## src/rtl/fetch_pc_unit_if.sv

```systemverilog
// Instruction-memory fetch bus between the fetch stage (master) and memory (slave).
interface fetch_pc_unit_if #(
  parameter int WIDTH = 16
);
  logic [WIDTH-1:0] addr;
  logic             freq;
  logic [WIDTH-1:0] idata;
  logic             fack;

  modport master (
    output addr,
    output freq,
    input  idata,
    input  fack
  );

  modport slave (
    input  addr,
    input  freq,
    output idata,
    output fack
  );
endinterface

```

## src/rtl/fetch_pc_unit.sv

```systemverilog
// Fetch stage: owns the program counter, issues fetches, holds IR until decode advances.
// Optional fetch timeout with sticky error and HALT state: define FETCH_TIMEOUT_EN.
module fetch_pc_unit #(
  parameter int                     WIDTH       = 16,
  parameter logic [WIDTH-1:0]       RESET_VEC   = '0,
  parameter int                     INC         = 2,
  parameter int                     TIMEOUT_CYC = 15
) (
  input  logic              clk_i,
  input  logic              rst_ni,
  input  logic [WIDTH-1:0]  bt_i,
  input  logic              br_i,
  input  logic              adv_i,
  input  logic              flush_i,
  fetch_pc_unit_if.master   imem,
  output logic [WIDTH-1:0]  pc_o,
  output logic [WIDTH-1:0]  ir_o,
  output logic              irv_o,
  output logic              err_o
);

  localparam logic [1:0] BOOT  = 2'd0;
  localparam logic [1:0] FETCH = 2'd1;
  localparam logic [1:0] HOLD  = 2'd2;
  localparam logic [1:0] HALT  = 2'd3;

  logic [1:0]       state_q, state_d;
  logic [WIDTH-1:0] pc_q, pc_d;
  logic [WIDTH-1:0] ir_q, ir_d;
  logic             irv_q, irv_d;
  logic             freq_q, freq_d;
  logic [WIDTH-1:0] pc_seq;

  assign pc_seq = pc_q + WIDTH'(INC);

`ifdef FETCH_TIMEOUT_EN
  localparam int CW = $clog2(TIMEOUT_CYC + 1);
  logic [CW-1:0] cnt_q, cnt_d;
  logic          err_q, err_d;
`endif

  always_comb begin
    state_d = state_q;
    pc_d    = pc_q;
    ir_d    = ir_q;
    irv_d   = irv_q;
`ifdef FETCH_TIMEOUT_EN
    cnt_d   = cnt_q;
    err_d   = err_q;
`endif
    case (state_q)
      BOOT: begin
        if (flush_i) pc_d = bt_i;
        state_d = FETCH;
      end
      FETCH: begin
        // FLUSH wins over an ack in the same cycle; the returned word is dropped
        if (flush_i) begin
          pc_d  = bt_i;
          irv_d = 1'b0;
`ifdef FETCH_TIMEOUT_EN
          cnt_d = '0;
`endif
        end else if (imem.fack) begin
          ir_d    = imem.idata;
          irv_d   = 1'b1;
          state_d = HOLD;
`ifdef FETCH_TIMEOUT_EN
          cnt_d   = '0;
`endif
        end
`ifdef FETCH_TIMEOUT_EN
        else if (cnt_q == CW'(TIMEOUT_CYC - 1)) begin
          err_d   = 1'b1;
          cnt_d   = '0;
          state_d = HALT;
        end else begin
          cnt_d = cnt_q + 1'b1;
        end
`endif
      end
      HOLD: begin
        if (flush_i) begin
          pc_d    = bt_i;
          irv_d   = 1'b0;
          state_d = FETCH;
        end else if (adv_i) begin
          pc_d    = br_i ? bt_i : pc_seq;
          irv_d   = 1'b0;
          state_d = FETCH;
        end
      end
      default: state_d = HALT;
    endcase
    freq_d = (state_d == FETCH);
  end

  always_ff @(posedge clk_i) begin
    if (!rst_ni) begin
      state_q <= BOOT;
      pc_q    <= RESET_VEC;
      ir_q    <= '0;
      irv_q   <= 1'b0;
      freq_q  <= 1'b0;
    end else begin
      state_q <= state_d;
      pc_q    <= pc_d;
      ir_q    <= ir_d;
      irv_q   <= irv_d;
      freq_q  <= freq_d;
    end
  end

`ifdef FETCH_TIMEOUT_EN
  always_ff @(posedge clk_i) begin
    if (!rst_ni) begin
      cnt_q <= '0;
      err_q <= 1'b0;
    end else begin
      cnt_q <= cnt_d;
      err_q <= err_d;
    end
  end

  assign err_o = err_q;
`else
  assign err_o = 1'b0;
`endif

  assign imem.addr = pc_q;
  assign imem.freq = freq_q;
  assign pc_o      = pc_q;
  assign ir_o      = ir_q;
  assign irv_o     = irv_q;

endmodule

```

## src/flat_wrapper.sv

```systemverilog
// flat-port wrapper written by rule: the top's interface ports become plain ports
module fetch_pc_unit_flat 
#(
  parameter int                     WIDTH       = 16,
  parameter logic [WIDTH-1:0]       RESET_VEC   = '0,
  parameter int                     INC         = 2,
  parameter int                     TIMEOUT_CYC = 15
)
  (clk_i, rst_ni, bt_i, br_i, adv_i, flush_i, pc_o, ir_o, irv_o, err_o, imem_addr, imem_freq, imem_idata, imem_fack);
  fetch_pc_unit_if #(.WIDTH(WIDTH)) imem_i ();
  input  logic clk_i;
  input  logic rst_ni;
  input  logic [WIDTH-1:0] bt_i;
  input  logic br_i;
  input  logic adv_i;
  input  logic flush_i;
  output logic [WIDTH-1:0] pc_o;
  output logic [WIDTH-1:0] ir_o;
  output logic irv_o;
  output logic err_o;
  output wire logic [$bits(imem_i.addr)-1:0] imem_addr;
  output wire logic [$bits(imem_i.freq)-1:0] imem_freq;
  input wire logic [$bits(imem_i.idata)-1:0] imem_idata;
  input wire logic [$bits(imem_i.fack)-1:0] imem_fack;
  assign imem_addr = imem_i.addr;
  assign imem_freq = imem_i.freq;
  assign imem_i.idata = imem_idata;
  assign imem_i.fack = imem_fack;
  fetch_pc_unit #(.WIDTH(WIDTH), .RESET_VEC(RESET_VEC), .INC(INC), .TIMEOUT_CYC(TIMEOUT_CYC)) u_core (.clk_i(clk_i), .rst_ni(rst_ni), .bt_i(bt_i), .br_i(br_i), .adv_i(adv_i), .flush_i(flush_i), .imem(imem_i), .pc_o(pc_o), .ir_o(ir_o), .irv_o(irv_o), .err_o(err_o));
endmodule
```

## config.mk

```make
export PLATFORM = sky130hd
export DESIGN_NAME = fetch_pc_unit_flat
export DESIGN_NICKNAME = d
export VERILOG_FILES = /design/src/rtl/fetch_pc_unit_if.sv /design/src/rtl/fetch_pc_unit.sv /design/src/flat_wrapper.sv
export SDC_FILE = /design/constraint.sdc
export NUM_CORES = 1
export LEC_CHECK = 0
export ABC_AREA = 1
export CORE_MARGIN = 2
export CORE_UTILIZATION = 60
export DETAILED_ROUTE_END_ITERATION = 16
export DONT_BUFFER_PORTS = 1
export PLACE_DENSITY = 0.76
export SLEW_MARGIN = 20
export SYNTH_ARGS = -nofsm -noshare
export SYNTH_HDL_FRONTEND = slang
export SYNTH_SLANG_ARGS = --single-unit
```

## constraint.sdc

```tcl
create_clock -name clk_i -period 3.3 [get_ports clk_i]
set_input_delay 0.825 -clock clk_i [delete_from_list [all_inputs] [get_ports clk_i]]
set_output_delay 0.825 -clock clk_i [all_outputs]
set_load 0.1 [all_outputs]
```

==> flow_metrics.tcl <==
set metrics [dict create \
    drt_first_iter_violations 135 \
    syn_nets 324 \
    syn-cell-area_mm2 0.00195 \
    powerDensity_mw_per_mm2 608 \
    worstHoldEndpoint "u_core.imem.addr[6]" \
    io_buffers 0 \
    synth-seq-cells 36 \
    period_needed_ns 2.26 \
    ys_warn_count 0 \
    r2r-start "u_core.imem.addr[4]" \
    drc 0 \
    place.gp.congestion 0.856 \
    die_height_um 61.0 \
    crit_path_max_fanout 5 \
    setup_ws_ns 1.04 \
    totalWireLength_um 4030 \
    cts_sinks 36 \
    grt_pass1_vias 1585 \
    grt_pass1_wl_um 6710 \
    drtPass1Iterations 4 \
    ir_worst_vdd_v 0.000330 \
    core-area_mm2 0.00308 \
    antenna_cells 0 \
    grt_max_degree 27 \
    hold_viol_final 0 \
    ys_seq_area_frac 0.370 \
    initial_utilization 0.633 \
    synth_top_area_frac 0.370 \
    slew_violations 0 \
    r2r_slack_ns 1.44 \
    cp.depth 0 \
    power_mw 1.19 \
    cts_buffer_depth 2 \
    grt_overflow 0 \
    drv_cap 0 \
    hpwl_um 2870 \
    worstHoldPathType "reg2reg" \
    ioPinCount 89 \
    ant_nets 0 \
    worst_slew_pin_slew_ns 1.08 \
    ys_types 31 \
    clkLatencyLatePin_ns 0.35 \
    fp.dieArea_mm2 0.00372 \
    clk_pin_slew_worst_paths_ns 0.11 \
    cts_buffers 5 \
    yosysTopAreaCell "dfxtp_1" \
    wire_per_inst_um 12.5 \
    ctsHtreeMaxLevel 2 \
    avgSynthCellArea_um2 6.84 \
    synth_ff_type "dfxtp_1" \
    synth_common_cells "nor2_1, nand2_1, dfxtp_1" \
    yosysMostFrequentCell "nor2_1" \
    start_kind "register" \
    status "completed" \
    path_class "reg2out" \
    synth-edff-count 0 \
    setup_viol 0 \
    whs_path_depth 2 \
    post_cts_buffers 0 \
    clockRootBuffer "clkbuf_4" \
    multi_input_area_um2 932 \
    cp-startpoint "u_core.imem.addr[13]" \
    viasPerCell 5.44 \
    postCtsResizedCells 0 \
    cts_tree "built" \
    vias 1751 \
    grt_usage 0.242 \
    placementRows 20 \
    setup_tns_ns 0 \
    drive_gt1_frac 0.183 \
    antenna_found_initial 0 \
    nNetsFinal 317 \
    place_area_mm2 0.00191 \
    seqCellArea_um2 741 \
    synthCells 285 \
    period_share 0.684 \
    synthTopCellsByArea "dfxtp_1, nor2_1, nand2_1, buf_4, a21oi_1" \
    slew_headroom 0.279 \
    worstHoldStart "u_core.imem.addr[6]" \
    fmax_ghz 0.443 \
    p_leak_nw 0.822 \
    die_w_um 61.0 \
    reg2reg_depth 8 \
    holdBufCountCts 0 \
    nFillCells 307 \
    final_area_mm2 0.00196 \
    required_ns 2.47 \
    syn2layout_area_growth_pct 0.642 \
    detailedPlace.worstSlack_ns 1.23 \
    rsz0062_at_grt "no" \
    ys_async_sr_fraction 0 \
    crit_arrival_ns 1.43 \
    fin_skew_ns 0.0134 \
    regToRegEndpoint "u_core.imem.addr[13]" \
    utilization 0.637 \
    end_kind "output port" \
]
-- per-layer routing --
| metal | vias up | wire length [um] | track usage |
|---|---|---|---|
| met5 | - | 0 | 0 |
| met4 | 0 | 72 | 0.0963 |
| met3 | 6 | 387 | 0.0896 |
| met2 | 86 | 1850 | 0.392 |
| met1 | 772 | 1720 | 0.291 |
| li1 | 887 | - | - |
-- cells in the final DEF, fill, tap and decap left out, types with 2 or more instances in the layout --
master / netlist / layout
nor2_1: 59 / 59
nand2_1: 53 / 53
dfxtp_1: 36 / 20
inv_1: 18 / 18
a21oi_1: 16 / 16
dfxtp_2: 0 / 16
o21ai_1: 14 / 14
o21ai_0: 14 / 14
nand3_1: 13 / 13
buf_4: 20 / 13
o211ai_1: 5 / 5
clkbuf_4: 0 / 5
inv_2: 4 / 4
nor2_2: 4 / 4
nand4_1: 3 / 3
nand3b_1: 3 / 3
o22ai_1: 2 / 2
-- metrics by stage --
step | std cells | hold WS (ns)
after floorplan | 285 | 0.537
after global placement | 315 | 0.451
after detailed placement | 315 | 0.458
after CTS | 322 | 0.473
after global routing | 322 | 0.500
final | 322 | 0.477
-- area by class of cell --
class | count | share of cell area
sequential | 36 | 0.378
clock inverter | 1 | 0.00255
multi-input combinational | 199 | 0.475
clock buffer | 6 | 0.0211
timing repair buffer | 13 | 0.0498
tap | 44 | 0.0281
inverter | 23 | 0.0453
-- how the worst max path moves through the flow --
stage | to | slack, ns
global placement | u_core.ir_o[5] | 1.26
global route | imem_addr[13] | 1.03
detailed placement | u_core.ir_o[7] | 1.23
CTS | imem_addr[13] | 1.04
floorplan | pc_o[10] | 1.02
finish | imem_addr[13] | 1.04
-- sequential cells by signal (all words and copies together) (netlist names) --
register          count
u_core.imem.freq      1
u_core.ir_o          16
u_core.imem.addr     16
u_core.irv_o          1
u_core.state_q        2
-- power by group --
part	switching, mW	internal, mW
combinational	0.264	0.0553
sequential	0.182	0.469
clock	0.144	0.0784
total	0.589	0.603
-- cell families after synthesis --
| logic type | Yosys count | share of synthesized area |
|---|---|---|
| buffers and inverters | 50 | 0.152 |
| AO/OA/AOI/OAI | 55 | 0.155 |
| adder cells (fa/ha/maj) | 1 | 0.00642 |
| flip-flops | 36 | 0.370 |
| AND/OR/NAND/NOR | 142 | 0.315 |
| other | 1 | 0.00192 |
No activity file was read; power rests on OpenSTA's default activity.
